**config.mk**
```make
export PLATFORM = sky130hd
export DESIGN_NAME = demux_cl_scan
export DESIGN_NICKNAME = d
export VERILOG_FILES = /design/src/rtl/demux_cl_scan.sv
export SDC_FILE = /design/constraint.sdc
export NUM_CORES = 1
export LEC_CHECK = 0
export BUFFER_PORTS_ARGS = -buffer_cell sky130_fd_sc_hd__clkbuf_2
export CAP_MARGIN = 25
export CELL_PAD_IN_SITES_DETAIL_PLACEMENT = 2
export CELL_PAD_IN_SITES_GLOBAL_PLACEMENT = 2
export CORE_AREA = 2 2 67 69
export DETAILED_ROUTE_END_ITERATION = 8
export DIE_AREA = 0 0 69 71
export GPL_ROUTABILITY_DRIVEN = 0
export GPL_TIMING_DRIVEN = 0
export HOLD_SLACK_MARGIN = 0.15
export MAX_ROUTING_LAYER = met4
export PLACE_DENSITY = 0.8
export SLEW_MARGIN = 0
export SYNTH_ARGS = -nofsm -noshare
export SYNTH_HDL_FRONTEND = slang
export SYNTH_SLANG_ARGS = --single-unit
```
**constraint.sdc**
```tcl
create_clock -name clk -period 2.2 [get_ports clk]
set_input_delay 0.22 -clock clk [delete_from_list [all_inputs] [get_ports clk]]
set_output_delay 0.22 -clock clk [all_outputs]
set_load 0.005 [all_outputs]
```
**src/rtl/demux_cl_scan.sv**
```systemverilog
`default_nettype none
// ============================================================================
//  Module   : demux_cl_scan
//  Purpose  : Sequential 1-to-8 demultiplexer / deserializer. Symbols are
//             steered into eight DW-bit slots, either by an explicit slot
//             select or by an auto-incrementing pointer. Once every slot
//             has been written in the current frame, the assembled frame is
//             presented on a valid/ready output port.
//  Ports    :
//    clk        rising-edge clock
//    rst        synchronous reset, active-high
//    din        symbol to store (DW bits)
//    din_sel    target slot when auto=0
//    auto       1: slot taken from the internal pointer, 0: from din_sel
//    din_valid  din / din_sel valid this cycle
//    din_ready  block can accept a symbol this cycle (combinational)
//    out_data   assembled frame, slot k at bits [k*DW +: DW]
//    out_valid  out_data holds a complete frame
//    out_ready  consumer takes the frame this cycle
//    dup_err    one-cycle pulse after an addressed write to an already
//               written slot of the current frame
//  Revision : 1.0  initial release
// ============================================================================
module demux_cl_scan #(
  parameter int DW = 1
) (
  input  logic            clk,
  input  logic            rst,
  input  logic [DW-1:0]   din,
  input  logic [2:0]      din_sel,
  input  logic            auto,
  input  logic            din_valid,
  output logic            din_ready,
  output logic [8*DW-1:0] out_data,
  output logic            out_valid,
  input  logic            out_ready,
  output logic            dup_err
);

  logic [7:0][DW-1:0] slot_q,     slot_d;
  logic [7:0]         wmask_q,    wmask_d;
  logic [2:0]         ptr_q,      ptr_d;
  logic [8*DW-1:0]    out_data_q, out_data_d;
  logic               out_valid_q, out_valid_d;
  logic               dup_err_q,  dup_err_d;

  logic               w_accept;
  logic [2:0]         w_tgt;

  // A full output register blocks input unless it is being drained this
  // very cycle, so a new frame can complete during the handoff.
  assign din_ready = !out_valid_q || out_ready;
  assign w_accept  = din_valid && din_ready;
  assign w_tgt     = auto ? ptr_q : din_sel;

  always_comb begin
    slot_d      = slot_q;
    wmask_d     = wmask_q;
    ptr_d       = ptr_q;
    out_data_d  = out_data_q;
    out_valid_d = out_valid_q;
    dup_err_d   = 1'b0;

    if (w_accept) begin
      slot_d[w_tgt] = din;
      wmask_d       = wmask_q | (8'b1 << w_tgt);
      if (auto) begin
        ptr_d = ptr_q + 3'd1;
      end else begin
        // Overwrite still happens; only the error flag reports it.
        dup_err_d = wmask_q[din_sel];
      end
    end

    if (out_valid_q && out_ready) begin
      out_valid_d = 1'b0;
    end

    // Completion wins over the handoff clear and restarts the frame.
    if (w_accept && (&wmask_d)) begin
      out_data_d  = slot_d;
      out_valid_d = 1'b1;
      wmask_d     = 8'h00;
      ptr_d       = 3'd0;
    end
  end

  always_ff @(posedge clk) begin
    if (rst) begin
      slot_q      <= '0;
      wmask_q     <= 8'h00;
      ptr_q       <= 3'd0;
      out_data_q  <= '0;
      out_valid_q <= 1'b0;
      dup_err_q   <= 1'b0;
    end else begin
      slot_q      <= slot_d;
      wmask_q     <= wmask_d;
      ptr_q       <= ptr_d;
      out_data_q  <= out_data_d;
      out_valid_q <= out_valid_d;
      dup_err_q   <= dup_err_d;
    end
  end

  assign out_data  = out_data_q;
  assign out_valid = out_valid_q;
  assign dup_err   = dup_err_q;

endmodule
`default_nettype wire

```
==> results of run 1 <==
## where the power goes
group          internal (uW)  switching [uW]
combinational           37.5            59.9
clock                    219             206
sequential               536            9.74
## cell usage in the layout, fill, tap and decap left out, types with 3 or more instances in the layout
cell type,count
dfxtp_1,29
clkbuf_2,17
nand2_1,15
a21oi_1,10
nor3_1,9
nand3_1,8
nor2b_1,8
clkbuf_1,6
nor2_1,6
mux2_1,6
mux2i_1,6
clkbuf_8,5
inv_1,3
and3b_1,3
o21ai_2,3
a211oi_1,3
mux2_2,3
## per-layer routing
metal	routed length [um]	global-route usage	part of all wire
met1	1610	0.192	0.42
met3	165	0.0556	0.042
met2	2040	0.310	0.53
met5	0	-	0
met4	63	0.0871	0.016
## registers in the layout (all words and copies together), names as in the netlist
| signal | count |
|---|---|
| out_data | 8 |
| slot_q | 8 |
| wmask_q | 8 |
| ptr_q | 3 |
| dup_err | 1 |
| out_valid | 1 |
## stage by stage
stage               total power, uW  cell area (um2)  hold WS [ns]  instances  worst slack, ns
floorplan                       618             1380         0.370        147            0.473
detailed placement              653             1530         0.461        216           0.0185
finish                         1070             1620         0.323        224            0.152
global placement                647             1530         0.445        216            0.102
global route                   1120             1620         0.335        224           0.0449
CTS                            1080             1610         0.298        224           0.0768
## kinds of logic after synthesis
kind of cell	Yosys count	share of synthesized area
and+or+nand+nor	61	0.248
DFF	29	0.421
AOI/OAI and AO/OA	24	0.112
muxes	18	0.157
buffers and inverters	12	0.0400
xor gates and xnor gates	2	0.0127
adders and majority gates	1	0.00908
## cell type report
type / count / share of cell area
multi-input combinational: 106 / 0.465
inverter: 3 / 0.00694
clock buffer: 6 / 0.0448
buffer: 9 / 0.0270
sequential: 29 / 0.358
timing repair buffer: 17 / 0.0525
tap: 52 / 0.0401
clock inverter: 2 / 0.00617
## worst max-delay path, delay by kind of cell, from the launching register on
kind | cells | cell delay (ns)
and+or+nand+nor | 3 | 0.52
AOI/OAI and AO/OA | 2 | 0.26
muxes | 1 | 0.38
buffers and inverters | 2 | 0.44
DFF | 1 | 0.31
## worst max path at each step
stage                  endpoint  cells past startpoint
detailed placement  out_data[3]                      8
global placement    out_data[0]                      8
floorplan           out_data[0]                      8
CTS                 out_data[3]                      7
global route        out_data[3]                      8
finish              out_data[3]                      8
==> results by group, run 1 <==
Routing
  – Drc violations: 0
  – Drt wl/cell: 17.3 um
  – Detailed Route WL: 3880 um
  – Vias after detailed routing: between 1,000 and 1,500
  – Initial DRC Count: 25
  – Pre-antenna DRT Iters: 4
  – Vias per inst: between 5 and 6
  – ANT nets after route: 0

CTS
  – CTS H-tree depth: 2
  – Setup bufs post-CTS: 0
  – Worst-skew pair later-pin latency: 0.29 ns
  – CTS tree: built
  – CTS Root Cell: clkbuf_8
  – Hold buffer count at CTS: 0
  – Sink Count: 29
  – Bufs on Longest Clock Path: 2
  – Post-cts resize count: 0
  – Clock slew at reported path FFs: 0.07 ns
  – TritonCTS buffer count: 5

Global route
  – First-pass GRT wire length: ~6500 um
  – Pin count of the biggest net entering global routing: 11
  – Gr usage total: 0.182
  – Gr ovfl total: 0
  – Initial antenna violation count: 0
  – Vias in the first global route: ~1,300

Worst setup path
  – Critical Path AT: about 2.2 ns
  – Flop-to-flop setup slack: between 0.15 and 0.2 ns
  – Critical R2R Launch: out_valid
  – Worst path max stage delay: around 0.38 ns
  – Depth of the most critical reg-to-reg path: 8
  – Reg2reg end: out_data[3]
  – Worst path slowest cell: mux2_1
  – CP Max Fanout: 9
  – Crit path capture type: register
  – Worst path cell trace: nand2b_1 -> clkbuf_1 -> and3_1 -> buf_4 -> a21oi_2 -> o21ai_2 -> nand4_4 -> mux2_1
  – CP startpoint kind: register
  – CP Class: reg -> reg
  – WP data required: roughly 2.4 ns
  – Critical Path Start: out_valid

Layout
  – Finished Core Util: 0.386
  – Ant diodes: 0
  – P&R area growth vs syn: 17.7%
  – Multi-input gate area: 753 um2
  – Final #Nets: 181
  – Fillers: 482
  – FF/Latch Area: 581 um2
  – Share of layout cells above drive strength 1: 0.233

STA
  – Slew Limit Headroom: 0.661
  – Setup TNS: 0 ns
  – Count of pins over their slew limit: 0
  – Setup violators final: 0
  – F_max: just under 500 MHz
  – Period Utilization, post-route: 0.931
  – Worst-Margin Slew: ~0.51 ns
  – RSZ-0062 raised after global routing: false
  – Final Hold Fails: 0
  – Layout Skew: around 0.0070 ns
  – Post-layout min period: about 2.0 ns

Logic synthesis
  – Synth Cell Area: ~1400 um2
  – Syn nets: 157
  – Top cell type's share of synthesized area: 0.421
  – Post-synth EDFFs: 0
  – Synth area leaders: dfxtp_1 (42%), mux2i_1 (5.1%), mux2_1 (4.9%), nand2_1 (4.1%), a21oi_1 (4.0%)
  – Post-synth cell types: 35
  – Average size of a mapped cell: about 9.4 um2
  – Synth cell count leaders: dfxtp_1 (29), nand2_1 (15), a21oi_1 (11)
  – Warnings from Yosys: 0
  – Post-synth top flop: dfxtp_1
  – Cell with the most instances after synthesis: dfxtp_1
  – Post-synth ARST share: 0
  – Mapped Cells: 147
  – Synth area leader: dfxtp_1
  – Yosys reg bits: 29
  – Seq/Total Area, Yosys: 0.421

Power
  – Peak supply drop: about 360 uV
  – Power Density: between 600 and 700 nW/um2
  – Leak: around 0.0007 uW

Die
  – Die width: ~70 um
  – IO Pins: 20
  – Die height: 71 um
  – FP Rows: 24
  – Total core area: between 4000 and 5000 um2
  – DIE AREA: between 4000 and 5000 um2
  – Initial core utilization: 0.328

Outcome
  – Status: finished, final reports clean

Flow run
  – Max Cap Viol: 0

Place
  – IO buf count: 17
  – Post-DP HPWL: just under 3000 um

Hold path
  – Hold depth: 3
  – Hold Crit Endpoint: dup_err
  – Worst hold path startpoint: din_valid
  – Min-delay worst type: in -> reg
Power figures use the tool's default switching activity.
==> run 2: changes to the inputs <==
ABC_AREA = 1   (was not set)
CELL_PAD_IN_SITES_DETAIL_PLACEMENT = not set   (was 2)
CELL_PAD_IN_SITES_GLOBAL_PLACEMENT = not set   (was 2)
CORE_AREA = 2 2 52 54   (was 2 2 67 69)
DIE_AREA = 0 0 54 56   (was 0 0 69 71)
PLACE_DENSITY = 0.84   (was 0.8)
clock period = 2.4 ns   (was 2.2 ns; I/O delays follow)
==> run 2 against run 1 <==
Against the previous run: sequential power decreased by 8.2%; final area decreased by 2.5%; routed wire length decreased by 33%; non-clock buffer count decreased by 5; synthesized area increased by 1.4%; clock power decreased by 33%; hold slack got worse by 0.13 ns; sequential cell count unchanged; synthesized cell count increased by 43%; power decreased by 16%; maximum frequency increased by 6.4%; sequential share of layout area increased by 0.94 points; largest cell class unchanged.
==> results by group, run 2 <==
Outcome
  – Status: finished, final reports clean

CTS
  – Worst-skew pair later-pin latency: 0.33 ns (+0.04 ns)
  – CTS Root Cell: clkbuf_4
  – Post-cts resize count: 0 (unchanged)
  – TritonCTS buffer count: 5 (unchanged)
  – CTS tree: built
  – Sink Count: 29 (unchanged)
  – Clock slew at reported path FFs: 0.10 ns (+0.03 ns)
  – Bufs on Longest Clock Path: 2 (unchanged)
  – CTS H-tree depth: 2 (unchanged)

STA
  – Setup violators final: 0 (unchanged)
  – Hold WS: 0.196 ns (-0.126 ns)
  – Setup TNS: 0 ns (unchanged)
  – RSZ-0062 raised after global routing: false
  – Slew Limit Headroom: 0.781 (+0.120)
  – Final Hold Fails: 0 (unchanged)
  – Worst-Margin Slew: 0.327 ns (-0.182 ns)
  – Count of pins over their slew limit: 0 (unchanged)
  – Layout Skew: 0.0133 ns (+0.00631 ns)
  – Post-layout min period: 1.93 ns (-0.122 ns)
  – Period Utilization, post-route: 0.802 (-0.129)
  – F_max: 519 MHz (+6.4%)

Worst setup path
  – Crit path capture type: register
  – Depth of the most critical reg-to-reg path: 12 (+4)
  – CP top delay family: simple AND/OR/NAND/NOR gates
  – CP startpoint kind: register
  – Reg2reg end: wmask_q[0]
  – Worst path depth: 12 (+4)
  – CP Class: reg -> reg
  – Flop-to-flop setup slack: 0.47 ns (+0.32 ns)
  – Critical R2R Launch: ptr_q[2]
  – Worst path slowest cell: dfxtp_1
  – Critical Path Start: ptr_q[2]
  – Worst path cell trace: inv_1 -> nand2_1 -> nand2_1 -> nor2_1 -> nand2_1 -> nand2_1 -> nand2_1 -> nor2_2 -> nand3_4 -> nand2_4 -> buf_6 -> a21oi_1
  – Most common cell on crit path: nand2_1
  – WP data required: 2.61 ns (+0.25 ns)
  – CP Max Fanout: 10 (+1)
  – Critical Path AT: 2.14 ns (-0.07 ns)
  – Termination of the worst setup path: wmask_q[0]
  – Worst path max stage delay: 0.38 ns (about the same)
  – CP Buf/Inv Count: 2 (unchanged)

Die
  – FP Rows: 18 (-25%)
  – Initial core utilization: 0.574 (+0.246)
  – Total core area: 2430 um2 (-42%)
  – Die width: 54 um (-22%)
  – DIE AREA: 3020 um2 (-38%)
  – IO Pins: 20 (unchanged)
  – Die height: 56 um (-21%)

Logic synthesis
  – Top cell type's share of synthesized area: 0.416 (-0.00566)
  – Post-synth cell types: 23 (-34%)
  – Cell with the most instances after synthesis: nand2_1
  – Synth Area in XOR/XNOR: 0.0125 (-0.000171)
  – Synth cell count leaders: nand2_1 (69), inv_1 (45), dfxtp_1 (29)
  – Synth Cell Area: 1400 um2 (+1.4%)
  – Post-synth ARST share: 0 (unchanged)
  – Seq/Total Area, Yosys: 0.416 (-0.00566)
  – Yosys reg bits: 29 (unchanged)
  – Warnings from Yosys: 0 (unchanged)
  – Post-synth top flop: dfxtp_1
  – Largest family of logic cells by synthesized area: simple AND/OR/NAND/NOR gates
  – Post-synth EDFFs: 0 (unchanged)
  – Average size of a mapped cell: 6.65 um2 (-29%)
  – Syn nets: 220 (+40%)
  – Mapped Cells: 210 (+43%)
  – Synth area leaders: dfxtp_1 (42%), nand2_1 (19%), inv_1 (12%), nand3_1 (5.4%), a21oi_1 (4.3%)
  – Post-Synth Adder-Cell Area: 0.00896 (-0.000122)
  – Compound-Gate Fraction of Synth Area: 0.0681 (-0.0436)
  – Mux cell area share after synthesis: 0 (-0.157)
  – Simple-gate share of the synthesized area: 0.344 (+0.0961)
  – Synth area leader: dfxtp_1

Flow run
  – Max Cap Viol: 0 (unchanged)

Routing
  – ANT nets after route: 0 (unchanged)
  – Initial DRC Count: 36 (+44%)
  – Vias per inst: 4.62 (-11%)
  – Drt wl/cell: 9.80 um (-43%)
  – Detailed Route WL: 2610 um (-33%)
  – Pre-antenna DRT Iters: 5 (+1)
  – Vias after detailed routing: 1,230 (+5.1%)
  – Drc violations: 0 (unchanged)

Global route
  – First-pass GRT wire length: 4360 um (-33%)
  – Gr usage total: 0.205 (+0.0230)
  – Initial antenna violation count: 0 (unchanged)
  – Vias in the first global route: 1,050 (-19%)
  – Pin count of the biggest net entering global routing: 11 (unchanged)
  – Gr ovfl total: 0 (unchanged)

Layout
  – Share of layout cells above drive strength 1: 0.174 (-0.0588)
  – Fillers: 243 (-50%)
  – Finished Core Util: 0.650 (+0.264)
  – Ant diodes: 0 (unchanged)
  – Final #Nets: 245 (+35%)
  – Finished Cell Area: 1580 um2 (-2.5%)
  – Most common cell after layout, fill and taps aside: nand2_1
  – Commonest non-fill, non-tap cells in the layout: nand2_1 (69), inv_1 (45), dfxtp_1 (29), clkbuf_2 (17), nand3_1 (15)
  – P&R area growth vs syn: 13.2%

Place
  – Placed inst area: 1520 um2 (-0.57%)
  – Post-DP HPWL: 1970 um (-32%)
  – IO buf count: 17 (unchanged)

Power
  – Leak: 0.000927 uW (+29%)
  – Peak supply drop: 513 uV (+44%)
  – Power Density: 564 nW/um2 (-14%)

Hold path
  – Min-delay worst type: in -> reg
run 2: changes by cell type after synthesis, moves of 7 or more:
cell	change
nand3_1	+7
mux2i_1	-7
nor2b_1	-8
nor3_1	-8
inv_1	+42
nand2_1	+54
run 2: repair_timing:
action	in CTS	in global routing
hold buffers	1	0
buffers inserted	0	0
endpoints found under the hold margin	1	0
setup endpoints to repair	0	0
run 2: logic make-up after synthesis:
family                     after synthesis
xor gates and xnor gates                 2
DFF                                     29
buffers and inverters                   51
and+or+nand+nor                        109
adders and majority gates                1
AOI/OAI and AO/OA                       18
run 2: how the worst min path moves through the flow:
stage	from	end	cells after the start	slack [ns]
floorplan	rst	out_valid	1	0.31
global placement	rst	out_valid	2	0.42
detailed placement	rst	out_valid	2	0.43
CTS	din	slot_q[6]	3	0.18
global route	auto	ptr_q[1]	3	0.20
finish	din	slot_q[6]	3	0.20
run 2: where the power goes:
group	switching, uW	internal (uW)	leakage, uW
combinational	68.9	38.2	0.000660
clock	172	111	0.0000320
sequential	5.93	495	0.000235
total	247	645	0.000927
run 2: layer usage:
metal / up-vias / global-route usage / part of all wire
met5: - / - / 0
met4: 0 / 0.0857 / 0.021
met3: 6 / 0.0726 / 0.054
met2: 32 / 0.314 / 0.46
met1: 517 / 0.238 / 0.47
li1: 675 / - / -
run 2: final cells by class:
cell class                 instances  area, um2  share of cell area
clock buffer                       6       41.3              0.0261
inverter                          48        183               0.116
clock inverter                     2       10.0             0.00633
tap                               30       37.5              0.0238
timing repair buffer              18       95.1              0.0602
buffer                             3       27.5              0.0174
sequential                        29        581               0.367
multi-input combinational        130        606               0.383
run 2: through the flow:
step | instances | worst slack [ns] | total power (uW)
after floorplan | 210 | 0.800 | 593
after global placement | 257 | 0.551 | 615
after detailed placement | 257 | 0.502 | 619
after CTS | 266 | 0.488 | 901
after global routing | 266 | 0.288 | 932
final | 266 | 0.474 | 892
run 2: tightest hold or removal path: stages:
cell and delay, ns:
clkbuf_2 0.09, o211ai_1 0.11, inv_1 0.06
==> run 3: changes to the inputs <==
ABC_AREA = 0   (was 1)
CORE_AREA = 2 2 54 56   (was 2 2 52 54)
DIE_AREA = 0 0 56 58   (was 0 0 54 56)
PLACE_DENSITY = 0.79   (was 0.84)
clock period = 1.8 ns   (was 2.4 ns; I/O delays follow)
==> run 3 against run 2 <==
Against the previous run: combinational power rose by 31%; largest cell class unchanged; clock skew fell by 0.0024 ns; routed wire length rose by 27%; the run now ends with negative setup slack left; maximum frequency rose by 4.8%; worst setup slack got worse by 0.51 ns.
==> results by group, run 3 (same netlist as run 1, synthesis figures left out) <==
Die
  – FP Rows: 19 (+1)
  – DIE AREA: 3250 um2 (+7.4%)
  – IO Pins: 20 (unchanged)
  – Die height: 58 um (+3.6%)
  – Die width: 56 um (+3.7%)
  – Initial core utilization: 0.517 (-0.0567)
  – Total core area: 2660 um2 (+9.5%)

Power
  – Power Density: 697 nW/um2 (+23%)
  – Leak: 0.000773 uW (-17%)
  – Tot Pwr: 1200 uW (+35%)
  – Peak supply drop: 486 uV (-5.2%)

Layout
  – Ant diodes: 0 (unchanged)
  – Commonest non-fill, non-tap cells in the layout: dfxtp_1 (24), clkbuf_2 (17), nand2_1 (14), a21oi_1 (9)
  – Most common cell after layout, fill and taps aside: dfxtp_1
  – Final #Nets: 187 (-24%)
  – P&R area growth vs syn: 25.2%
  – Fillers: 208 (-14%)
  – Finished Core Util: 0.648 (-0.00167)
  – Share of layout cells above drive strength 1: 0.373 (+0.199)

Routing
  – Drc violations: 0 (unchanged)
  – Pre-antenna DRT Iters: 4 (-1)
  – Vias per inst: 5.86 (+27%)
  – Vias after detailed routing: 1,219 (-0.89%)
  – Initial DRC Count: 31 (-14%)
  – ANT nets after route: 0 (unchanged)
  – Drt wl/cell: 15.9 um (+63%)
  – Detailed Route WL: 3310 um (+27%)

STA
  – RSZ-0062 raised after global routing: true
  – Hold WS: 0.182 ns (-0.0145 ns)
  – Setup violators final: 12 (+12)
  – Layout Skew: 0.0109 ns (-0.00240 ns)
  – Post-layout min period: 1.84 ns (-0.0891 ns)
  – Setup TNS: -0.271 ns (-0.271 ns)
  – Worst setup margin: -0.0365 ns (-0.511 ns)
  – F_max: 545 MHz (+4.8%)
  – Worst-Margin Slew: 0.541 ns (+0.214 ns)
  – Slew Limit Headroom: 0.639 (-0.141)
  – Final Hold Fails: 0 (unchanged)
  – Period Utilization, post-route: 1.02 (+0.218)
  – Count of pins over their slew limit: 0 (unchanged)

Worst setup path
  – CP startpoint kind: register
  – CP Class: reg -> reg
  – Flop-to-flop setup slack: -0.04 ns (-0.51 ns)
  – Reg2reg end: out_data[1]
  – Critical R2R Launch: ptr_q[1]
  – Depth of the most critical reg-to-reg path: 6 (-6)
  – WP data required: 2.02 ns (-0.59 ns)
  – Crit path capture type: register
  – Critical Path AT: 2.05 ns (-0.09 ns)
  – CP Max Fanout: 6 (-4)

Global route
  – Gr ovfl total: 0 (unchanged)
  – Pin count of the biggest net entering global routing: 11 (unchanged)
  – Gr usage total: 0.229 (+0.0247)
  – First-pass GRT wire length: 5490 um (+26%)
  – Initial antenna violation count: 0 (unchanged)
  – Vias in the first global route: 1,200 (+14%)

CTS
  – CTS tree: built
  – Worst-skew pair later-pin latency: 0.33 ns (about the same)
  – Bufs on Longest Clock Path: 2 (unchanged)
  – CTS Root Cell: clkbuf_4
  – CTS H-tree depth: 2 (unchanged)
  – Hold buffer count at CTS: 0 (-1)
  – Sink Count: 29 (unchanged)
  – TritonCTS buffer count: 5 (unchanged)
  – Clock slew at reported path FFs: 0.09 ns (about the same)

Hold path
  – Min-delay worst type: in -> reg
  – Worst hold path startpoint: out_ready
  – Hold Crit Endpoint: out_valid
  – Hold depth: 3 (unchanged)

Flow run
  – Max Cap Viol: 0 (unchanged)

Outcome
  – Status: finished with violations
  – Failing checks: negative setup slack

Place
  – IO buf count: 17 (unchanged)
  – Post-DP HPWL: 2090 um (+6.0%)
-- run 3: worst max path at each step --
| stage | startpoint | endpoint | slack, ns | depth (start not counted) |
|---|---|---|---|---|
| final | ptr_q[1] | out_data[1] | -0.04 | 6 |
| after global routing | ptr_q[1] | out_data[1] | -0.1 | 6 |
| after CTS | ptr_q[2] | out_data[5] | -0.03 | 6 |
| after detailed placement | auto | out_data[3] | -0.29 | 8 |
| after global placement | auto | out_data[5] | -0.22 | 8 |
| after floorplan | out_valid | out_data[0] | 0.07 | 8 |
-- run 3: layer usage --
layer / vias up / wire length (um) / GRT usage
met5: - / 0 / -
met4: 0 / 54 / 0.112
met3: 6 / 154 / 0.0603
met2: 30 / 1680 / 0.376
met1: 591 / 1420 / 0.261
li1: 592 / - / -
-- run 3: where the power goes --
| group | switching [uW] | internal (uW) | total (uW) |
|---|---|---|---|
| clock | 213 | 184 | 397 |
| sequential | 10.9 | 654 | 665 |
| combinational | 80.1 | 59.7 | 140 |
| total | 304 | 898 | 1200 |
-- run 3: stage by stage --
stage	instances	setup slack, ns	area, um2
after floorplan	147	0.0728	1380
after global placement	195	-0.222	1500
after detailed placement	195	-0.288	1500
after CTS	208	-0.0277	1690
after global routing	208	-0.0967	1730
final	208	-0.0365	1730
-- run 3: final cells by class --
cell class / count / area (um2) / area share
tap: 31 / 38.8 / 0.0225
clock buffer: 7 / 55.1 / 0.0319
multi-input combinational: 107 / 852 / 0.494
inverter: 3 / 11.3 / 0.00653
sequential: 29 / 592 / 0.343
timing repair buffer: 24 / 138 / 0.0798
buffer: 7 / 38.8 / 0.0225
-- run 3: what timing repair did --
item | in CTS | in global routing
pin swaps | 6 | 6
buffers inserted | 6 | 1
cloned | 1 | 0
endpoints found under the setup margin | 19 | 19
gates resized for setup | 21 | 11
-- run 3: worst max-delay path, stage by stage, from the launching register on --
cell and delay [ns]:
dfxtp_4 0.37, and3b_2 0.25, o21ai_2 0.05, a221o_1 0.39, o21ai_4 0.10, nand4_4 0.21
mux2_4 0.34
